## src/rtl/spi_pkg.sv

```systemverilog
// Shared types and constants for the parametrised SPI master.
// Frame states, SPI mode encodings ({cpol,cpha}) and default parameter values.
package spi_pkg;

  typedef enum logic [1:0] {
    IDLE     = 2'd0,
    CS_SETUP = 2'd1,
    TRANSFER = 2'd2,
    CS_HOLD  = 2'd3
  } spi_state_t;

  localparam logic [1:0] SPI_MODE0 = 2'b00;
  localparam logic [1:0] SPI_MODE1 = 2'b01;
  localparam logic [1:0] SPI_MODE2 = 2'b10;
  localparam logic [1:0] SPI_MODE3 = 2'b11;

  localparam int DEF_DATA_WIDTH = 8;
  localparam int DEF_CS_COUNT   = 4;
  localparam int DEF_DIV_WIDTH  = 8;

endpackage

```

## src/rtl/spi_clk_gen.sv

```systemverilog
// SCK generator for spi_master_param.
// Counts half-periods of (div+1) clk cycles while enabled and, while toggling
// is enabled, flips sck at each half-period end. lead_edge/trail_edge are
// asserted in the cycle whose closing clk edge produces that sck transition.
module spi_clk_gen #(
  parameter int DIV_WIDTH = 8
) (
  input  logic                 clk,
  input  logic                 rst,
  input  logic                 en,
  input  logic                 toggle_en,
  input  logic                 idle_level,
  input  logic [DIV_WIDTH-1:0] div,
  output logic                 half_end,
  output logic                 lead_edge,
  output logic                 trail_edge,
  output logic                 sck
);

  logic [DIV_WIDTH-1:0] cnt;
  logic                 phase;

  assign half_end   = en && (cnt == div);
  assign lead_edge  = toggle_en && half_end && !phase;
  assign trail_edge = toggle_en && half_end && phase;

  // Half-period counter: wraps at div, parked at zero while disabled.
  always_ff @(posedge clk or negedge rst) begin
    if (!rst)                 cnt <= '0;
    else if (!en || half_end) cnt <= '0;
    else                      cnt <= cnt + 1'b1;
  end

  // Edge parity: low means the next sck transition is a leading edge.
  always_ff @(posedge clk or negedge rst) begin
    if (!rst)           phase <= 1'b0;
    else if (!toggle_en) phase <= 1'b0;
    else if (half_end)  phase <= !phase;
  end

  // SCK follows the idle level when disabled and holds it through setup/hold.
  always_ff @(posedge clk or negedge rst) begin
    if (!rst)                        sck <= 1'b0;
    else if (!en)                    sck <= idle_level;
    else if (toggle_en && half_end)  sck <= !sck;
  end

endmodule

```

## src/rtl/spi_master_param.sv

```systemverilog
// Parametrised SPI master with runtime CPOL/CPHA, programmable SCK divider and
// automatic chip-select framing (one half-period setup and hold).
// Optional feature macro: SPI_LSB_FIRST_EN adds the lsb_first input selecting
// LSB-first shifting for both directions; without it frames are MSB first.
module spi_master_param
  import spi_pkg::*;
#(
  parameter int DATA_WIDTH = DEF_DATA_WIDTH,
  parameter int CS_COUNT   = DEF_CS_COUNT,
  parameter int DIV_WIDTH  = DEF_DIV_WIDTH,
  parameter int CS_SEL_W   = (CS_COUNT > 1) ? $clog2(CS_COUNT) : 1
) (
  input  logic                  clk,
  input  logic                  rst,
  input  logic                  start,
  input  logic [DATA_WIDTH-1:0] data_in,
  input  logic                  cpol,
  input  logic                  cpha,
  input  logic [DIV_WIDTH-1:0]  clk_div,
  input  logic [CS_SEL_W-1:0]   cs_sel,
  input  logic                  miso,
  output logic                  mosi,
  output logic                  sck,
  output logic [CS_COUNT-1:0]   cs_n,
  output logic [DATA_WIDTH-1:0] data_out,
  output logic                  busy,
  output logic                  new_data
`ifdef SPI_LSB_FIRST_EN
  ,
  input  logic                  lsb_first
`endif
);

  localparam int BIT_W = $clog2(DATA_WIDTH);

  spi_state_t            state, state_nx;
  logic [DATA_WIDTH-1:0] tx_q, rx_q;
  logic                  cpha_q;
  logic [DIV_WIDTH-1:0]  div_q;
  logic [CS_SEL_W-1:0]   cs_sel_q;
  logic [BIT_W-1:0]      bit_cnt;
  logic                  lsb_mode;
  logic                  half_end, lead_edge, trail_edge, toggle_en;
  logic                  accept, last_bit, shift_tx, sample_rx;

  assign accept    = (state == IDLE) && start;
  assign busy      = (state != IDLE);
  assign toggle_en = (state == TRANSFER);
  assign last_bit  = (bit_cnt == BIT_W'(DATA_WIDTH - 1));
  // CPHA=1 keeps the MSB on the first leading edge; CPHA=0 never shifts after the final edge.
  assign shift_tx  = cpha_q ? (lead_edge && (bit_cnt != '0)) : (trail_edge && !last_bit);
  assign sample_rx = cpha_q ? trail_edge : lead_edge;
  assign mosi      = lsb_mode ? tx_q[0] : tx_q[DATA_WIDTH-1];

  spi_clk_gen #(
    .DIV_WIDTH (DIV_WIDTH)
  ) u_clk_gen (
    .clk        (clk),
    .rst        (rst),
    .en         (busy),
    .toggle_en  (toggle_en),
    .idle_level (cpol),
    .div        (div_q),
    .half_end   (half_end),
    .lead_edge  (lead_edge),
    .trail_edge (trail_edge),
    .sck        (sck)
  );

  // State register.
  always_ff @(posedge clk or negedge rst) begin
    if (!rst) state <= IDLE;
    else      state <= state_nx;
  end

  // Next-state logic and chip-select decode (out-of-range cs_sel asserts none).
  always_comb begin
    state_nx = state;
    cs_n     = '1;
    case (state)
      IDLE:     if (start)                  state_nx = CS_SETUP;
      CS_SETUP: if (half_end)               state_nx = TRANSFER;
      TRANSFER: if (trail_edge && last_bit) state_nx = CS_HOLD;
      CS_HOLD:  if (half_end)               state_nx = IDLE;
      default:                              state_nx = IDLE;
    endcase
    for (int i = 0; i < CS_COUNT; i++) begin
      if (busy && (cs_sel_q == CS_SEL_W'(i))) cs_n[i] = 1'b0;
    end
  end

  // Shadow configuration captured on an accepted start.
  always_ff @(posedge clk or negedge rst) begin
    if (!rst) begin
      cpha_q   <= 1'b0;
      div_q    <= '0;
      cs_sel_q <= '0;
    end else if (accept) begin
      cpha_q   <= cpha;
      div_q    <= clk_div;
      cs_sel_q <= cs_sel;
    end
  end

`ifdef SPI_LSB_FIRST_EN
  // Bit-order shadow, captured with the rest of the frame setup.
  always_ff @(posedge clk or negedge rst) begin
    if (!rst)        lsb_mode <= 1'b0;
    else if (accept) lsb_mode <= lsb_first;
  end
`else
  assign lsb_mode = 1'b0;
`endif

  // TX/RX shift registers and trailing-edge bit counter.
  always_ff @(posedge clk or negedge rst) begin
    if (!rst) begin
      tx_q    <= '0;
      rx_q    <= '0;
      bit_cnt <= '0;
    end else begin
      if (accept) begin
        tx_q    <= data_in;
        bit_cnt <= '0;
      end
      if (shift_tx)  tx_q <= lsb_mode ? (tx_q >> 1) : (tx_q << 1);
      if (sample_rx) rx_q <= lsb_mode ? {miso, rx_q[DATA_WIDTH-1:1]}
                                      : {rx_q[DATA_WIDTH-2:0], miso};
      if (trail_edge) bit_cnt <= last_bit ? '0 : bit_cnt + 1'b1;
    end
  end

  // Received frame publication at the end of CS hold.
  always_ff @(posedge clk or negedge rst) begin
    if (!rst) begin
      data_out <= '0;
      new_data <= 1'b0;
    end else begin
      new_data <= 1'b0;
      if ((state == CS_HOLD) && half_end) begin
        data_out <= rx_q;
        new_data <= 1'b1;
      end
    end
  end

endmodule

```

## config.mk

```make
export PLATFORM = sky130hd
export DESIGN_NAME = spi_master_param
export DESIGN_NICKNAME = d
export VERILOG_FILES = /design/src/rtl/spi_pkg.sv /design/src/rtl/spi_clk_gen.sv /design/src/rtl/spi_master_param.sv
export SDC_FILE = /design/constraint.sdc
export NUM_CORES = 1
export LEC_CHECK = 0
export CORE_MARGIN = 5
export CORE_UTILIZATION = 30
export DETAILED_ROUTE_END_ITERATION = 7
export SLEW_MARGIN = 20
export SYNTH_ARGS = -nofsm -noshare
export SYNTH_HDL_FRONTEND = slang
export SYNTH_SLANG_ARGS = --single-unit
```

## constraint.sdc

```tcl
create_clock -name clk -period 2.8 [get_ports clk]
set_clock_uncertainty 0.15 [all_clocks]
set_input_delay 0.7 -clock clk [delete_from_list [all_inputs] [get_ports clk]]
set_output_delay 0.7 -clock clk [all_outputs]
set_load 0.005 [all_outputs]
```

==> After elaboration in Yosys (flattened, before gate mapping) <==
Index checks and enable logic that the tools add are counted.
{ "word_totals": {"inputBits": 24, "elab_cells": 75, "register_bits": 51, "output_inout_bits": 16} }
{ "op_classes": {"mux": 22, "eq_ne": 14, "n_addsub": 2, "reduce_logical": 25} }
{ "op_table": {"columns": ["op", "n"], "rows": [
  ["2-to-1 mux 8 bit", 3],
  ["logical AND 1 bit", 13],
  ["2-to-1 mux 1 bit", 11],
  ["!= test 2 bit (second input constant)", 5],
  ["2-to-1 mux 3 bit", 3],
  ["adder 8 x 1 -> 8 bit (second input constant)", 1],
  ["equality test 2 bit (second input constant)", 4],
  ["equality test 8 bit", 1],
  ["2-to-1 mux 2 bit", 4],
  ["case mux 2 bit (4 select lines)", 1],
  ["nonzero test 2 bit", 3],
  ["equality test 2 x 1 -> 1 bit (second input constant)", 2],
  ["zero test 1 bit", 4],
  ["zero test 2 bit", 2],
  ["AND reduction 4 bit", 1],
  ["adder 3 x 1 -> 3 bit (second input constant)", 1],
  ["equality test 3 bit (second input constant)", 1],
  ["nonzero test 3 bit", 1],
  ["!= test 2 x 1 -> 1 bit (second input constant)", 1],
  ["logical OR 1 bit", 1]
]} }

==> Logic depth before layout (Yosys ltp) <==
Gate-level depths: netlist of the first run.
{ "logic_depth": {"ltp_word": 7, "depth_mapped": 9, "ltp_nobuf": 7} }

==> Modules after synthesis <==
From an unflattened synthesis of the first run, not the netlist that was laid out.
{ "unflattened": {"cells_unflattened": 182, "hier_area_um2": 2476.1} }
{ "modules_own_cells": {"columns": ["module", "area_each_um2", "instances", "seq_area_each_um2", "cells_each"], "rows": [
  ["spi_master_param", 1856.8, 1, 1026.0, 127],
  ["spi_clk_gen", 619.3, 1, 250.2, 55]
]} }

==> Least setup slack after synthesis of the first run <==
OpenSTA, ideal clock, no wires.
{ "synth_path": {"path_type": "flip-flop to flip-flop", "startpoint": "register state[0]", "endpoint": "register rx_q[0]", "arrival_time_ns": 1.792, "path_slack_ns": 0.730, "synth_period_minus_slack_ns": 2.070, "path_buffers": 1, "required_time_ns": 2.523, "setup_ns": 0.127, "path_stages_with_launch": 9, "cell_sequence": "dfrtp_1 > inv_1 > ha_1 > inv_1 > nand3_2 > nor3_2 > and4_1 > buf_4 > mux2_1"} }
{ "synth_between": {"elab_chain_cells": 5, "word_cells_on_any_way": 7, "classes_between": "1 x eq/ne; 1 x mux; 5 x reduce/logical"} }
{ "synth_lines": {"columns": ["element", "line_no", "text"], "rows": [
  ["from (decl)", "spi_master_param.sv:36", "spi_state_t state, state_nx;"],
  ["from (signal assigned)", "spi_master_param.sv:73", "else state <= state_nx;"],
  ["nonzero test 2 bit *", "spi_master_param.sv:47", "assign busy = (state != IDLE);"],
  ["named net busy", "spi_master_param.sv:26", "output logic busy,"],
  ["logical AND 1 bit *", "spi_clk_gen.sv:23", "assign half_end = en && (cnt == div);"],
  ["logical AND 1 bit *", "spi_clk_gen.sv:24, spi_clk_gen.sv:25", null],
  ["logical AND 1 bit (on tied branches)", "spi_clk_gen.sv:24, spi_clk_gen.sv:25", null],
  ["2-to-1 mux 1 bit *", "spi_master_param.sv:52", "assign sample_rx = cpha_q ? trail_edge : lead_edge;"],
  ["to (signal assigned)", "spi_master_param.sv:127", "if (sample_rx) rx_q <= lsb_mode ? {miso, rx_q[DATA_WIDTH-1:1]}"],
  ["to (decl)", "spi_master_param.sv:37", "logic [DATA_WIDTH-1:0] tx_q, rx_q;"]
]} }
The timed path passes the listed nets; every way through them passes the cells marked *.
A chain may end at the register's enable or synchronous reset.

==> Final worst setup path of the first run <==
{ "layout_path": {"startpoint": "register state[0]", "endpoint": "output port cs_n[2]"} }
{ "layout_between": {"elab_chain_cells": 3} }
{ "layout_lines": {"columns": ["element", "line_no", "text"], "rows": [
  ["nonzero test 2 bit", "spi_master_param.sv:47", null],
  ["logical AND 1 bit", "spi_master_param.sv:88", "if (busy && (cs_sel_q == CS_SEL_W'(i))) cs_n[i] = 1'b0;"],
  ["2-to-1 mux 1 bit", "spi_master_param.sv:88", null],
  ["to (decl)", "spi_master_param.sv:24", "output logic [CS_COUNT-1:0] cs_n,"]
]} }
Every way passes these cells.

==> results.json, run 1 <==
{
  "status": "finished, final reports clean",
  "fin_setup_tns_ns": 0,
  "cts_max_level": 2,
  "ant_nets": 0,
  "drt_iter0_drc": 32,
  "crit_buf_inv": 3,
  "cts_tree": "yes",
  "row_count": 32,
  "finalCriticalPeriod_ns": 2.625,
  "fin_ws_ns": 0.1753,
  "setup.worst_path.end_class": "primary output",
  "die_y_um": 99.93,
  "critPathMaxFanout": 6,
  "drive_gt1_share_pct": 16.73,
  "overflow": 0,
  "antennaDiodeCount": 0,
  "cts_root_buffer": "clkbuf_8",
  "pin_count": 40,
  "max-cap-violations": 0,
  "combPwrFrac_pct": 39.4,
  "hold_violations": 0,
  "cp_cell_sequence": "inv_1, ha_2, inv_2, nand3_1, clkdlybuf4s50_1",
  "hold_class": "input port to async pin",
  "ir_drop_v": 0.0003590,
  "met1_length_mm": 2.429,
  "dp_hpwl_mm": 3.493,
  "ys_seq_area_share_pct": 52.60,
  "cts-resized-gates": 0,
  "fin_util_pct": 39.12,
  "grt_max_degree": 34,
  "wl_met3_um": 287,
  "async_flop_share_pct": 100.0,
  "fillers": 773,
  "first_pass_iters": 4,
  "setup_violations": 0,
  "cts_buffer_depth": 2,
  "rsz0062_at_grt": "false",
  "reg2reg_from": "state[0]",
  "cp.required_ns": 1.95,
  "cts_made_buffers": 5,
  "gp_congestion": 0.7470,
  "crit_slowest_cell": "clkdlybuf4s50_1",
  "crit_family": "buffers and inverters",
  "syn_nets": 238,
  "post_cts_buffers": 0,
  "ys_ff_latch": 51,
  "drc": 0,
  "ys_warn_count": 0,
  "clock_power_share_pct": 15.7,
  "clk_pin_slew_ns": 0.10,
  "wl_met2_mm": 1.918,
  "power.density_mw_per_mm2": 840.7,
  "core_area_mm2": 0.007807,
  "ys.flop_type": "dfrtp_1",
  "period_share_pct": 93.74,
  "critPathArrivalTime_ns": 1.77,
  "die_w_um": 99.93,
  "p_int_mw": 1.690,
  "vias": 1598,
  "syn_inst": 205,
  "cts_num_sinks": 51,
  "power_frac_seq_pct": 44.9,
  "crit_path_max_incr_delay_ns": 0.51,
  "synth_area_mm2": 0.002426,
  "nets": 284,
  "routed_wirelength_mm": 4.665,
  "avgSynthCellArea_um2": 11.83,
  "worstMarginPinSlew_ns": 0.7563,
  "wl_per_cell_um": 13.22,
  "final_common_cell": "dfrtp_1",
  "grt_antenna_before_repair": 0,
  "first_global_vias": 1688,
  "worstSkewPairLatency_ns": 0.30,
  "max_freq_ghz": 0.3810,
  "dp_worst_setup_slack_ns": 0.3839,
  "synth-edff-count": 0,
  "slew_headroom_pct": 49.58,
  "final_cell_mix": "dfrtp_1, clkdlybuf4s50_1, mux2_2, xnor2_1",
  "leakage_nw": 1.314,
  "initial_core_util_pct": 31.07,
  "cp-start-kind": "flip-flop",
  "top_layer_used": "met4",
  "vias_per_cell": 4.527,
  "die-area_mm2": 0.009985,
  "hold_buffers": 0,
  "slew_violations": 0,
  "synthToLayoutAreaGrowth_pct": 25.89,
  "cp-startpoint": "state[0]",
  "ys_types": 36,
  "switchingPower_mw": 0.8773,
  "swShare_pct": 34.17,
  "portBuffers": 39,
  "track_usage_pct": 9.735,
  "grt_pass1_wl_mm": 7.817,
  "crit_type": "flip-flop to primary output"
}
## layer usage
layer	up-vias	global-route usage, %
li1	798	-
met5	-	0
met3	2	3.475
met4	0	2.206
met2	36	14.78
met1	762	13.34
## cells by family (layout without fill, tap and decap cells)
family,Yosys count,in the layout,share of synthesized area [%]
simple gates,56,56,12.63
flops,51,51,52.60
mux,38,38,17.12
compound gates,18,18,4.229
buf+inv,17,63,2.991
xor+xnor,16,16,5.776
fa+ha+maj,9,9,4.642
## through the flow
stage	hold WS [ns]	total power, mW	cell area [µm²]	instances
after floorplan	0.2544	1.776	2426	205
after global placement	0.3232	2.157	2969	346
after detailed placement	0.3271	2.186	2969	346
after CTS	0.3350	2.600	3052	353
after global routing	0.3731	2.770	3054	353
final	0.3113	2.568	3054	353
## Yosys cell counts (2+ instances only)
cell,instances,area (µm²)
nand3_1,7,35.03
mux2_1,8,90.09
ha_1,9,112.6
nand2b_1,2,12.51
nor2_1,12,45.04
nor2b_1,2,12.51
mux2i_1,10,100.1
and3_1,4,25.02
nand4_1,7,43.79
and2_1,2,12.51
xnor2_1,14,122.6
buf_4,2,15.01
inv_1,10,37.54
clkbuf_1,3,11.26
xor2_1,2,17.52
a21oi_1,2,10.01
dfrtp_1,51,1276
o21ai_0,10,50.05
mux2_2,20,225.2
nand2_1,12,45.04
## worst paths after layout
path,to,slack (ns),cells after the start
worst max register to register,rx_q[7],0.58,7
worst max-delay path,cs_n[2],0.18,5
min in group clk,rx_q[7],0.34,1
max in group asynchronous,data_out[6],1.54,2
worst min-delay path,u_clk_gen.cnt[5],0.31,1
worst min register to register,rx_q[7],0.34,1
## sequential cells by signal, indices dropped and copies added, names as in the netlist
name and cells:
rx_q 8, div_q 8, u_clk_gen.cnt 8, cpha_q 1, tx_q 8, state 2
u_clk_gen.phase 1, cs_sel_q 2, u_clk_gen.sck 1, data_out 8, new_data 1, bit_cnt 3
## power groups by stage
stage / Clock (mW) / Sequential, mW / Combinational [mW]
after floorplan: 0 / 1.12 / 0.656
after CTS: 0.424 / 1.15 / 1.02
after detailed placement: 0 / 1.17 / 1.02
after global placement: 0 / 1.16 / 1.00
after global routing: 0.447 / 1.19 / 1.13
final: 0.404 / 1.15 / 1.01
## area by class of cell
cell class	count	area, µm²	area share, %
tap	102	127.6	4.179
clock inverter	2	13.76	0.4506
inverter	10	37.54	1.229
sequential	51	1276	41.79
timing repair buffer	46	450.4	14.75
clock buffer	5	68.82	2.253
multi-input combinational	137	1080	35.35
Note: power is estimated with default switching activity, not from simulation.
==> run 2, diff against run 1 <==
Settings changed: PLACE_DENSITY set to 0.62.
==> results.json, run 2 (same netlist as run 1, synthesis figures left out) <==
{
  "status": "finished, final reports clean",
  "max-cap-violations": 0,
  "stdcell_count": 353,
  "setup_violations": 0,
  "switchingPower_mw": 0.8836,
  "max_freq_ghz": 0.3776,
  "p_int_mw": 1.776,
  "first_pass_iters": 4,
  "track_usage_pct": 9.908,
  "ir_drop_v": 0.0002563,
  "slew_headroom_pct": 57.79,
  "routed_wirelength_mm": 4.547,
  "cts_max_level": 2,
  "swShare_pct": 33.22,
  "power.density_mw_per_mm2": 867.4,
  "reg2reg_from": "state[0]",
  "cts_num_sinks": 51,
  "drc": 0,
  "cts_root_buffer": "clkbuf_8",
  "fin_ws_ns": 0.1517,
  "worstSkewPairLatency_ns": 0.31,
  "cp.required_ns": 1.95,
  "final_cell_mix": "dfrtp_1, clkdlybuf4s50_1, mux2_2, xnor2_1",
  "pin_count": 40,
  "die_w_um": 99.93,
  "cts_buffer_depth": 2,
  "gp_congestion": 0.7483,
  "place_inst": 345,
  "critPathArrivalTime_ns": 1.80,
  "critPathMaxFanout": 6,
  "hold_buffers": 0,
  "combPwrFrac_pct": 37.4,
  "setup.worst_path.end_class": "primary output",
  "finalCriticalPeriod_ns": 2.648,
  "power_frac_seq_pct": 42.8,
  "grt_max_degree": 52,
  "die-area_mm2": 0.009985,
  "grt_antenna_before_repair": 0,
  "rsz0062_at_grt": "false",
  "die_y_um": 99.93,
  "synthToLayoutAreaGrowth_pct": 26.41,
  "core_area_mm2": 0.007807,
  "crit_type": "flip-flop to primary output",
  "cts_made_buffers": 5,
  "clock_power_share_pct": 19.8,
  "dp_hpwl_mm": 3.319,
  "ant_nets": 0,
  "drive_gt1_share_pct": 16.33,
  "r2r_cells": 7,
  "hold_class": "input port to async pin",
  "dp_worst_setup_slack_ns": 0.4048,
  "row_count": 32,
  "worstReg2RegEnd": "rx_q[5]",
  "holdWs_ns": 0.3421,
  "nets": 283,
  "portBuffers": 39,
  "clk_pin_slew_ns": 0.09,
  "slew_violations": 0,
  "cts_tree": "yes",
  "wl_per_cell_um": 12.88,
  "cp-start-kind": "flip-flop",
  "overflow": 0,
  "grt_pass1_wl_mm": 7.935,
  "initial_core_util_pct": 31.07,
  "period_share_pct": 94.58,
  "ff2ff_setup_slack_ns": 0.50,
  "leakage_nw": 1.315,
  "hold_violations": 0,
  "final_common_cell": "dfrtp_1",
  "worstMarginPinSlew_ns": 0.6331,
  "vias_per_cell": 4.569,
  "first_global_vias": 1687,
  "antennaDiodeCount": 0,
  "drt_iter0_drc": 47,
  "vias": 1613,
  "fin_setup_tns_ns": 0
}
-- run 2: cell types whose count changed in the layout (fill, tap and decap cells not counted), sizes merged --
cell	delta
clkinv	-2
buf	-1
bufinv	+1
clkinvlp	+1
inv	+1
-- run 2: layout make-up --
class / instances / area [µm²]
inverter: 10 / 37.54
tap: 102 / 127.6
timing repair buffer: 45 / 430.4
fill: 780 / 4741
clock buffer: 5 / 68.82
multi-input combinational: 137 / 1080
sequential: 51 / 1276
clock inverter: 3 / 46.29
-- run 2: worst max-delay path by stage --
stage	from	endpoint	slack [ns]	cells past startpoint
after floorplan	state[0]	rx_q[0]	0.73	8
after global placement	state[0]	cs_n[2]	0.48	5
after detailed placement	state[0]	rx_q[5]	0.40	7
after CTS	state[0]	cs_n[3]	0.08	5
after global routing	state[0]	cs_n[3]	0.01	5
final	state[0]	cs_n[3]	0.15	5
-- run 2: per-layer routing --
metal	up-vias	track usage, %	part of all wire [%]
met5	-	0	0
met4	0	3.466	1.4
met3	7	2.710	4.9
met2	32	15.60	47
met1	773	13.13	47
li1	801	-	-
-- run 2: worst max-delay path, cell delays in order (launching register included) --
cell	delay, ns
dfrtp_1	0.42
inv_1	0.14
ha_2	0.24
inv_1	0.12
nand3_1	0.08
clkdlybuf4s50_1	0.50
-- run 2: metrics by stage --
| step | cell area [µm²] | utilization [%] | total power, mW |
|---|---|---|---|
| floorplan | 2426 | - | 1.776 |
| global placement | 2949 | 37.77 | 2.140 |
| detailed placement | 2949 | 37.77 | 2.167 |
| CTS | 3064 | 39.25 | 2.704 |
| global route | 3067 | 39.28 | 2.866 |
| finish | 3067 | 39.28 | 2.660 |
-- run 2: power groups by stage --
stage	clock (mW)	sequential, mW	combinational [mW]
floorplan	0	1.12	0.656
global placement	0	1.15	0.989
detailed placement	0	1.16	1.01
CTS	0.549	1.14	1.01
global route	0.574	1.17	1.12
finish	0.526	1.14	0.996
-- run 2: repair_timing --
action	4_1_cts	5_1_grt
resized for setup	0	1
setup endpoints to repair	0	2
setup buffers	0	0
